[src/rtl/nla_pkg.sv]
// Shared definitions for the non-linear approximation stage: FSM states and
// the default word width / coefficient count also used by the CoeffROM.
package nla_pkg;

  localparam int unsigned NLA_DATA_W     = 32;
  localparam int unsigned NLA_NUM_COEFFS = 26;

  typedef enum logic [2:0] {
    ST_IDLE,
    ST_RELOAD,
    ST_FETCH,
    ST_CAPTURE,
    ST_ISSUE,
    ST_WAIT_FMA,
    ST_DONE
  } nla_state_e;

endpackage

[src/rtl/horner_sequencer.sv]
// Evaluates a polynomial by Horner's rule, streaming coefficients from an
// external ROM (highest order first) through an external a*b+c FMA.
module horner_sequencer
  import nla_pkg::*;
#(
  parameter int unsigned DATA_W     = NLA_DATA_W,
  parameter int unsigned NUM_COEFFS = NLA_NUM_COEFFS
) (
  input  logic              clk_i,
  input  logic              rst_ni,
  input  logic              in_valid_i,
  output logic              in_ready_o,
  input  logic [DATA_W-1:0] x_i,
  output logic              coeff_rd_en_o,
  output logic              coeff_reload_o,
  input  logic [DATA_W-1:0] coeff_data_i,
  output logic              fma_valid_o,
  input  logic              fma_ready_i,
  output logic [DATA_W-1:0] fma_a_o,
  output logic [DATA_W-1:0] fma_b_o,
  output logic [DATA_W-1:0] fma_c_o,
  input  logic              fma_res_valid_i,
  input  logic [DATA_W-1:0] fma_res_i,
  output logic              out_valid_o,
  input  logic              out_ready_i,
  output logic [DATA_W-1:0] result_o
);

  localparam int unsigned CNT_W = (NUM_COEFFS > 1) ? $clog2(NUM_COEFFS) : 1;
  localparam logic [CNT_W-1:0] LAST_CNT = CNT_W'(NUM_COEFFS - 1);

  nla_state_e        state_q, state_d;
  logic [DATA_W-1:0] x_q, x_d;
  logic [DATA_W-1:0] acc_q, acc_d;
  logic [DATA_W-1:0] coeff_q, coeff_d;
  logic [DATA_W-1:0] result_q, result_d;
  logic [CNT_W-1:0]  cnt_q, cnt_d;
  logic              first_q, first_d;
  logic              in_ready_q, in_ready_d;
  logic              reload_q, reload_d;
  logic              rd_en_q, rd_en_d;
  logic              fma_valid_q, fma_valid_d;
  logic              out_valid_q, out_valid_d;

  // Next-state and datapath updates; outputs are decoded from the next state
  // so every pulse/valid flop lines up with the state it belongs to.
  always_comb begin
    state_d  = state_q;
    x_d      = x_q;
    acc_d    = acc_q;
    coeff_d  = coeff_q;
    cnt_d    = cnt_q;
    first_d  = first_q;
    result_d = result_q;

    case (state_q)
      ST_IDLE: begin
        if (in_valid_i) begin
          x_d     = x_i;
          state_d = ST_RELOAD;
        end
      end
      ST_RELOAD: begin
        cnt_d   = '0;
        first_d = 1'b1;
        state_d = ST_FETCH;
      end
      ST_FETCH: begin
        state_d = ST_CAPTURE;
      end
      ST_CAPTURE: begin
        if (first_q) begin
          acc_d   = coeff_data_i;
          first_d = 1'b0;
          state_d = (NUM_COEFFS == 1) ? ST_DONE : ST_FETCH;
        end else begin
          coeff_d = coeff_data_i;
          state_d = ST_ISSUE;
        end
      end
      ST_ISSUE: begin
        if (fma_ready_i) begin
          state_d = ST_WAIT_FMA;
        end
      end
      ST_WAIT_FMA: begin
        if (fma_res_valid_i) begin
          acc_d   = fma_res_i;
          cnt_d   = cnt_q + CNT_W'(1);
          state_d = (cnt_d == LAST_CNT) ? ST_DONE : ST_FETCH;
        end
      end
      ST_DONE: begin
        if (out_ready_i) begin
          state_d = ST_IDLE;
        end
      end
      default: begin
        state_d = ST_IDLE;
      end
    endcase

    if (state_d == ST_DONE) begin
      result_d = acc_d;
    end

    in_ready_d  = (state_d == ST_IDLE);
    reload_d    = (state_d == ST_RELOAD);
    rd_en_d     = (state_d == ST_FETCH);
    fma_valid_d = (state_d == ST_ISSUE);
    out_valid_d = (state_d == ST_DONE);
  end

  always_ff @(posedge clk_i or negedge rst_ni) begin
    if (!rst_ni) begin
      state_q     <= ST_IDLE;
      x_q         <= '0;
      acc_q       <= '0;
      coeff_q     <= '0;
      result_q    <= '0;
      cnt_q       <= '0;
      first_q     <= 1'b0;
      in_ready_q  <= 1'b1;
      reload_q    <= 1'b0;
      rd_en_q     <= 1'b0;
      fma_valid_q <= 1'b0;
      out_valid_q <= 1'b0;
    end else begin
      state_q     <= state_d;
      x_q         <= x_d;
      acc_q       <= acc_d;
      coeff_q     <= coeff_d;
      result_q    <= result_d;
      cnt_q       <= cnt_d;
      first_q     <= first_d;
      in_ready_q  <= in_ready_d;
      reload_q    <= reload_d;
      rd_en_q     <= rd_en_d;
      fma_valid_q <= fma_valid_d;
      out_valid_q <= out_valid_d;
    end
  end

  assign in_ready_o     = in_ready_q;
  assign coeff_reload_o = reload_q;
  assign coeff_rd_en_o  = rd_en_q;
  assign fma_valid_o    = fma_valid_q;
  assign fma_a_o        = acc_q;
  assign fma_b_o        = x_q;
  assign fma_c_o        = coeff_q;
  assign out_valid_o    = out_valid_q;
  assign result_o       = result_q;

endmodule
[config.mk]
export PLATFORM = sky130hd
export DESIGN_NAME = horner_sequencer
export DESIGN_NICKNAME = d
export VERILOG_FILES = /design/src/rtl/nla_pkg.sv /design/src/rtl/horner_sequencer.sv
export SDC_FILE = /design/constraint.sdc
export NUM_CORES = 1
export LEC_CHECK = 0
export CAP_MARGIN = 20
export CORE_ASPECT_RATIO = 2
export CORE_MARGIN = 1
export CORE_UTILIZATION = 43
export DETAILED_ROUTE_END_ITERATION = 10
export HOLD_SLACK_MARGIN = 0.15
export MAX_ROUTING_LAYER = met4
export PLACE_DENSITY = 0.77
export SYNTH_ARGS = -nofsm -noshare
export SYNTH_HDL_FRONTEND = slang
export SYNTH_SLANG_ARGS = --single-unit
[constraint.sdc]
create_clock -name clk_i -period 3 [get_ports clk_i]
set_clock_uncertainty 0.15 [all_clocks]
set_input_delay 0.45 -clock clk_i [delete_from_list [all_inputs] [get_ports clk_i]]
set_output_delay 0.45 -clock clk_i [all_outputs]
set_load 0.005 [all_outputs]
## Yosys cells after proc, flatten, opt, wreduce, memory -nomap -nowiden

Index checks and enable logic that the tools add are counted.

| word-level totals | value |
|---|---|
| flip-flop bits (word level) | 142 |
| output and inout bits | 133 |

| cells by class | value |
|---|---|
| $add $sub $neg | 1 |
| equality and inequality tests | 12 |
| muxes and demuxes | 13 |
| bitwise operators | 1 |
| reductions and logical operators | 7 |

Operators with widths:

| cell | number |
|---|---|
| 32-bit two-way mux | 2 |
| 32-bit case mux with 2 select lines | 1 |
| 3-bit case mux with 7 select lines | 1 |
| 3-bit two-way mux | 6 |
| 3-bit == test, second input constant | 5 |
| 5-bit case mux with 2 select lines | 1 |
| 3-bit by 2-bit == test with 1-bit output, second input constant | 3 |
| 3-bit by 1-bit == test with 1-bit output, second input constant | 2 |
| 3-bit logical NOT | 2 |
| 2-bit AND reduction | 3 |
| 5-bit by 1-bit adder with 5-bit output, second input constant | 1 |
| 5-bit == test, second input constant | 1 |
| 5-bit two-way mux | 1 |
| 2-bit nonzero test | 2 |
| 2-bit != test, second input constant | 1 |
| 1-bit case mux with 2 select lines | 1 |
| 1-bit NOT | 1 |

## Logic depth before layout (Yosys ltp)

Gate-level depths: netlist (run 1).

| logic depth | value |
|---|---|
| depth after elaboration | 6 |
| mapped depth | 8 |

## Worst setup path after synthesis (run 1)

OpenSTA, ideal clock, no wires.

| path | value |
|---|---|
| kind | register to register |
| start point | register cnt_q[0] |
| end point | register result_q[10] (netlist: result_o[10]) |
| data arrival time | 1,868 ps |
| data required time | 2,725 ps |
| slack | 857 ps |
| stages on the path, launching flop included | 8 |
| path buffers | 1 |
| cells stage by stage | dfrtp_1 > ha_1 > xnor2_1 > nand3_2 > o31ai_4 > nand3_4 > buf_6 > mux2_4 |

| between the ends | value |
|---|---|
| cells in the longest elaborated chain, start to end | 6 |

Ends and longest elaborated chain:

| item | RTL line | text |
|---|---|---|
| from (decl) | horner_sequencer.sv:37 | `logic [CNT_W-1:0] cnt_q, cnt_d;` |
| from (signal assigned) | horner_sequencer.sv:134 | `cnt_q <= cnt_d;` |
| 5-bit by 1-bit adder with 5-bit output | horner_sequencer.sv:89 | `cnt_d = cnt_q + CNT_W'(1);` |
| 5-bit == test | horner_sequencer.sv:90 | `state_d = (cnt_d == LAST_CNT) ? ST_DONE : ST_FETCH;` |
| 3-bit two-way mux | horner_sequencer.sv:90 |  |
| 3-bit two-way mux | horner_sequencer.sv:87 | `if (fma_res_valid_i) begin` |
| 3-bit case mux with 7 select lines | horner_sequencer.sv:56 | `case (state_q)` |
| net state_d[2] | horner_sequencer.sv:32 | `nla_state_e state_q, state_d;` |
| 3-bit == test | horner_sequencer.sv:103 | `if (state_d == ST_DONE) begin` |
| to (signal assigned) | horner_sequencer.sv:133 | `result_q <= result_d;` |
| to (decl) | horner_sequencer.sv:36 | `logic [DATA_W-1:0] result_q, result_d;` |

The timed path passes the listed nets, and every way through them passes these cells.
A chain may end at the register's enable or synchronous reset.

## Final worst setup path (run 1)

| path | value |
|---|---|
| start point | register cnt_q[0] |
| end point | register result_q[2] (netlist: result_o[2]) |

The elaborated chain is that of the path after synthesis.

==> results.yml, run 1 <==
outcome:
  outcome: "finished clean"
floorplan:
  core-area_sq_um: 13000
  start_util_pct: 44.0
  pin_count: 235
  fp.dieW_microns: 83.6
  die_area_sq_um: 13800
  row_count: 59
  die_y_microns: 165
timing:
  tightest_slew_ps: 735
  post-route-min-period_ps: 2490
  max_freq_mhz: 401
  fin_setup_tns_ps: 0
  fin_crit_sh_pct: 83.0
  slew_viol_final: 0
  final-setup-viol-count: 0
  relSlewSlack_pct: 50.9
  rsz0062_at_grt: "no"
  hold_violations: 0
setup_path:
  reg2reg_depth: 7
  crit_start: "cnt_q[0]"
  worstSetupPathType: "register to register"
  cp_max_fo: 24
  endpoint: "result_o[2]"
  endpoint_kind: "register"
  crit_required_ps: 3140
  reg2reg_slack_ps: 510
  start_kind: "register"
  r2r_start: "cnt_q[0]"
  worstReg2RegEnd: "result_o[2]"
  crit_arrival_ps: 2630
placed_design:
  gp_congestion: 0.801
  portBuffers: 234
  place_area_sq_um: 8220
  dp_hpwl_microns: 11400
synth:
  synthesis.area_sq_um: 5720
  synth.net_count: 517
  synthCells: 413
  synth_top_area_cell: "dfrtp_1"
  syn_avg_cell_area_sq_um: 13.9
  ys_warn_count: 0
  synth_top_cells_by_area: "dfrtp_1 62%, mux2_2 13%, mux2_4 7.6%, nand2_1 4.9%, a22oi_1 4.2%"
  synth-seq-cells: 142
  synth.distinct_cells: 36
  synth_top_area_share_pct: 61.7
  seq_area_frac_synth_pct: 62.1
routing:
  via_per_inst: 5.22
  wire_per_inst_microns: 19.1
  drtAntennaViolNets: 0
  wl_microns: 15600
  drc: 0
  drtIter0Drc: 132
  dr_total_vias: 4261
  drt_pre_antenna_iters: 4
grt:
  grt_start_max_net_pins: 64
  overflow: 0
  grt_usage_pct: 23.8
  grt_pass1_wl_microns: 24200
  antenna_found_initial: 0
  first_global_vias: 4790
cts:
  clock_latency_ps: 410
  cts_resized: 0
  post_cts_buffers: 0
  htreeDepth: 4
  cts_made_buffers: 17
  clk_pin_slew_ps: 60
  cts-root-buf: "clkbuf_16"
  clk_path_buf_depth: 2
  cts_tree: "done"
  cts_sinks: 142
pwr:
  p_leak_nw: 3.93
  ir_worst_vdd_uv: 586
  powerDensity_nw_per_um2: 1050
finish:
  diodes: 0
  final_common_cell: "clkdlybuf4s50_1"
  drive_gt1_share_pct: 21.4
  fin_nets: 755
  fin_util_pct: 67.6
  final_cell_mix: "233 x clkdlybuf4s50_1, 141 x dfrtp_1, 74 x nand2_1"
  syn2layout_area_growth_pct: 53.5
  fin_area_sq_um: 8780
hold_path:
  hold_class: "register to register"
flow_run:
  drv_cap: 0
-- worst max-delay path, stage by stage, from the launching register on --
cell and delay [ps]:
dfrtp_1 410, ha_1 260, xnor2_1 180, nand3_2 130, o31ai_4 370, nand3_4 250
buf_12 260, mux2_4 320
-- logic make-up (layout without fill, tap and decap cells) --
logic type | count (synthesis) | in the layout | share of synthesized area [%]
XOR/XNOR | 3 | 3 | 0.459
multiplexers | 97 | 97 | 21.0
AND/OR/NAND/NOR | 92 | 92 | 7.26
AO/OA/AOI/OAI | 46 | 46 | 6.01
buffers and inverters | 31 | 282 | 2.71
flip-flops | 142 | 142 | 62.1
adder cells (fa/ha/maj) | 2 | 2 | 0.437
-- layer usage --
metal	global-route usage, %	wire length (microns)	vias up
li1	-	-	1919
met1	22.7	5290	2139
met2	44.6	9010	169
met5	-	0	-
met4	10.5	444	0
met3	5.86	812	34
-- worst min path at each step --
stage | start | endpoint | slack (ps) | depth (start not counted)
2_1_floorplan | rst_ni | cnt_q[0] | 4 | 0
4_1_cts | fma_b_o[28] | fma_b_o[28] | 360 | 1
3_3_place_gp | rst_ni | fma_c_o[11] | 320 | 1
3_5_place_dp | rst_ni | fma_c_o[9] | 340 | 1
5_1_grt | fma_b_o[24] | fma_b_o[24] | 370 | 1
6_report | fma_a_o[27] | fma_a_o[27] | 350 | 2
-- where the power goes --
part	internal, W	switching [W]	leakage (nW)
logic	0.00251	0.00139	1.91
clock network	0.00115	0.000816	0.261
registers	0.00280	0.000525	1.76
total	0.00645	0.00273	3.93
-- synth_stat cells, drive strengths merged --
library cell    n
a211oi          1
a21boi          1
a21oi           1
a22o            1
a22oi          32
a31oi           1
and3b           1
and4b           2
and4bb          1
buf             9
clkbuf         15
dfrtp         141
dfstp           1
ha              2
inv             7
mux2           96
mux2i           1
nand2          74
nand2b          1
nand3           4
nor2            5
nor2b           1
nor3            1
nor3b           1
nor4b           1
o211ai          1
o21ai           7
o31ai           1
xnor2           1
xor2            2
-- sequential cells by signal, indices dropped and copies added, names as in the netlist --
signal	cells
fma_c_o	32
in_ready_o	1
result_o	32
first_q	1
coeff_rd_en_o	1
out_valid_o	1
state_q	3
fma_a_o	32
fma_valid_o	1
fma_b_o	32
cnt_q	5
coeff_reload_o	1
-- repair_timing --
item	4_1_cts	5_1_grt
setup endpoints to repair	0	0
hold buffers	1	0
endpoints found under the hold margin	61	0
-- per-stage QoR --
stage | std cells | hold slack [ps] | power (W) | worst slack (ps)
after global routing | 816 | 367 | 0.00968 | 349
after detailed placement | 783 | 338 | 0.00727 | 188
after CTS | 816 | 359 | 0.00928 | 508
after floorplan | 413 | 4.41 | 0.00496 | 857
final | 816 | 351 | 0.00918 | 509
after global placement | 783 | 325 | 0.00712 | 268
-- cell type report --
cell class / count / area, sq um
clock buffer: 20 / 437
clock inverter: 12 / 111
timing repair buffer: 243 / 2440
fill: 978 / 4210
tap: 152 / 190
sequential: 142 / 3550
inverter: 7 / 26.3
multi-input combinational: 240 / 2020
(Power assumes the default switching activity.)
==> run 2: changes to the inputs <==
CORE_UTILIZATION = 39   (was 43)
PLACE_DENSITY = 0.74   (was 0.77)
clock period = 2.2 ns   (was 3 ns; I/O delays follow)
==> results.yml, run 2 (synthesis results as in run 1) <==
cts:
  clk_path_buf_depth: 2
  htreeDepth: 4
  cts_made_buffers: 17
  clock_latency_ps: 410
  cts_sinks: 142
  cts_tree: "done"
  clk_pin_slew_ps: 60
  cts-root-buf: "clkbuf_16"
setup_path:
  crit_arrival_ps: 2320
  worstReg2RegEnd: "result_o[14]"
  endpoint_kind: "register"
  cp_max_fo: 15
  start_kind: "register"
  r2r_start: "cnt_q[0]"
  crit_required_ps: 2340
  reg2reg_slack_ps: 10
  worstSetupPathType: "register to register"
  reg2reg_depth: 8
grt:
  antenna_found_initial: 0
  overflow: 0
  first_global_vias: 4787
  grt_start_max_net_pins: 40
  grt_usage_pct: 21.6
  grt_pass1_wl_microns: 24100
finish:
  fin_nets: 775
  final_cell_mix: "233 x clkdlybuf4s50_1, 141 x dfrtp_1, 74 x nand2_1"
  diodes: 0
  final_common_cell: "clkdlybuf4s50_1"
  n_fill_cell: 1120
  syn2layout_area_growth_pct: 60.9
  fin_area_sq_um: 9200
  drive_gt1_share_pct: 24.7
outcome:
  outcome: "finished clean"
placed_design:
  portBuffers: 234
  place_area_sq_um: 8500
  dp_hpwl_microns: 11400
  dp_worst_setup_slack_ps: -174
  gp_congestion: 0.823
hold_path:
  hold_class: "primary input to async pin"
routing:
  wl_microns: 15200
  dr_total_vias: 4297
  wl_met1_microns: 5200
  drtAntennaViolNets: 0
  top_layer: "met4"
  drc: 0
  drt_pre_antenna_iters: 5
  drtIter0Drc: 197
  wl_met2_microns: 8620
  wl_met3_microns: 769
  wire_per_inst_microns: 17.3
  via_per_inst: 4.91
flow_run:
  drv_cap: 0
timing:
  hold_slack_ps: 234
  fin_crit_sh_pct: 99.3
  slew_viol_final: 0
  post-route-min-period_ps: 2190
  worst_slack_ps: 14.5
  rsz0062_at_grt: "yes"
  final-setup-viol-count: 0
  relSlewSlack_pct: 66.5
  max_freq_mhz: 458
  hold_violations: 0
  tightest_slew_ps: 502
floorplan:
  fp.dieW_microns: 87.6
  start_util_pct: 39.9
  die_area_sq_um: 15200
  core-area_sq_um: 14400
  row_count: 62
  die_y_microns: 173
  pin_count: 235
pwr:
  ir_worst_vdd_uv: 688
  p_leak_nw: 4.10
  powerDensity_nw_per_um2: 1430
## run 2: cell types whose count changed in the layout (fill, tap and decap cells not counted), sizes merged
cell,previous run,this run
clkinv,5,2
buf,9,29
bufinv,1,4
## run 2: report_power, final
part | total [W] | switching, W | internal [W]
Combinational | 0.00563 | 0.00197 | 0.00366
Sequential | 0.00447 | 0.000646 | 0.00382
Clock | 0.00306 | 0.00112 | 0.00194
## run 2: worst max path at each step
stage | start | end | slack [ps] | depth (start not counted)
after floorplan | cnt_q[0] | result_o[10] | 60 | 7
after global placement | fma_res_valid_i | result_o[11] | -120 | 7
after detailed placement | fma_res_valid_i | result_o[17] | -170 | 7
after CTS | cnt_q[0] | result_o[17] | -40 | 8
after global routing | cnt_q[0] | result_o[9] | -70 | 8
final | cnt_q[0] | result_o[14] | 10 | 8
## run 2: worst max-delay path: stages (launching register included)
cell and delay (ps):
dfrtp_1 400, ha_4 180, buf_6 110, nand3_4 80, xor2_2 180, o31ai_4 290
nand3_4 170, buf_12 200, mux2_4 300
## run 2: final cells by class
cell class | count | area (sq um) | area share (%)
Sequential cell | 142 | 3550 | 38.6
Timing Repair Buffer | 263 | 2690 | 29.2
Multi-Input combinational cell | 240 | 2060 | 22.4
Clock buffer | 20 | 447 | 4.85
Tap cell | 192 | 240 | 2.61
Clock inverter | 12 | 183 | 1.99
Inverter | 7 | 26.3 | 0.286
## run 2: timing repair
| action | in CTS | in global routing |
|---|---|---|
| pin swaps | 0 | 0 |
| gates resized for setup | 4 | 6 |
| hold buffers | 1 | 0 |
| setup buffers | 0 | 2 |
| cloned | 0 | 0 |
| endpoints found under the hold margin | 141 | 0 |
| endpoints found under the setup margin | 32 | 32 |
## run 2: routing by layer
metal	up-vias	track usage, %
li1	1956	-
met5	-	-
met4	0	10.4
met2	180	39.1
met3	35	4.71
met1	2126	21.1
## run 2: through the flow
step	power (W)	cells	util, %	TNS, ps
4_1_cts	0.0133	874	63.8	-813
3_3_place_gp	0.00995	841	59.2	-3110
6_report	0.0132	876	64.1	0
3_5_place_dp	0.0101	841	59.2	-4710
2_1_floorplan	0.00676	413	-	0
5_1_grt	0.0139	876	64.1	-1600
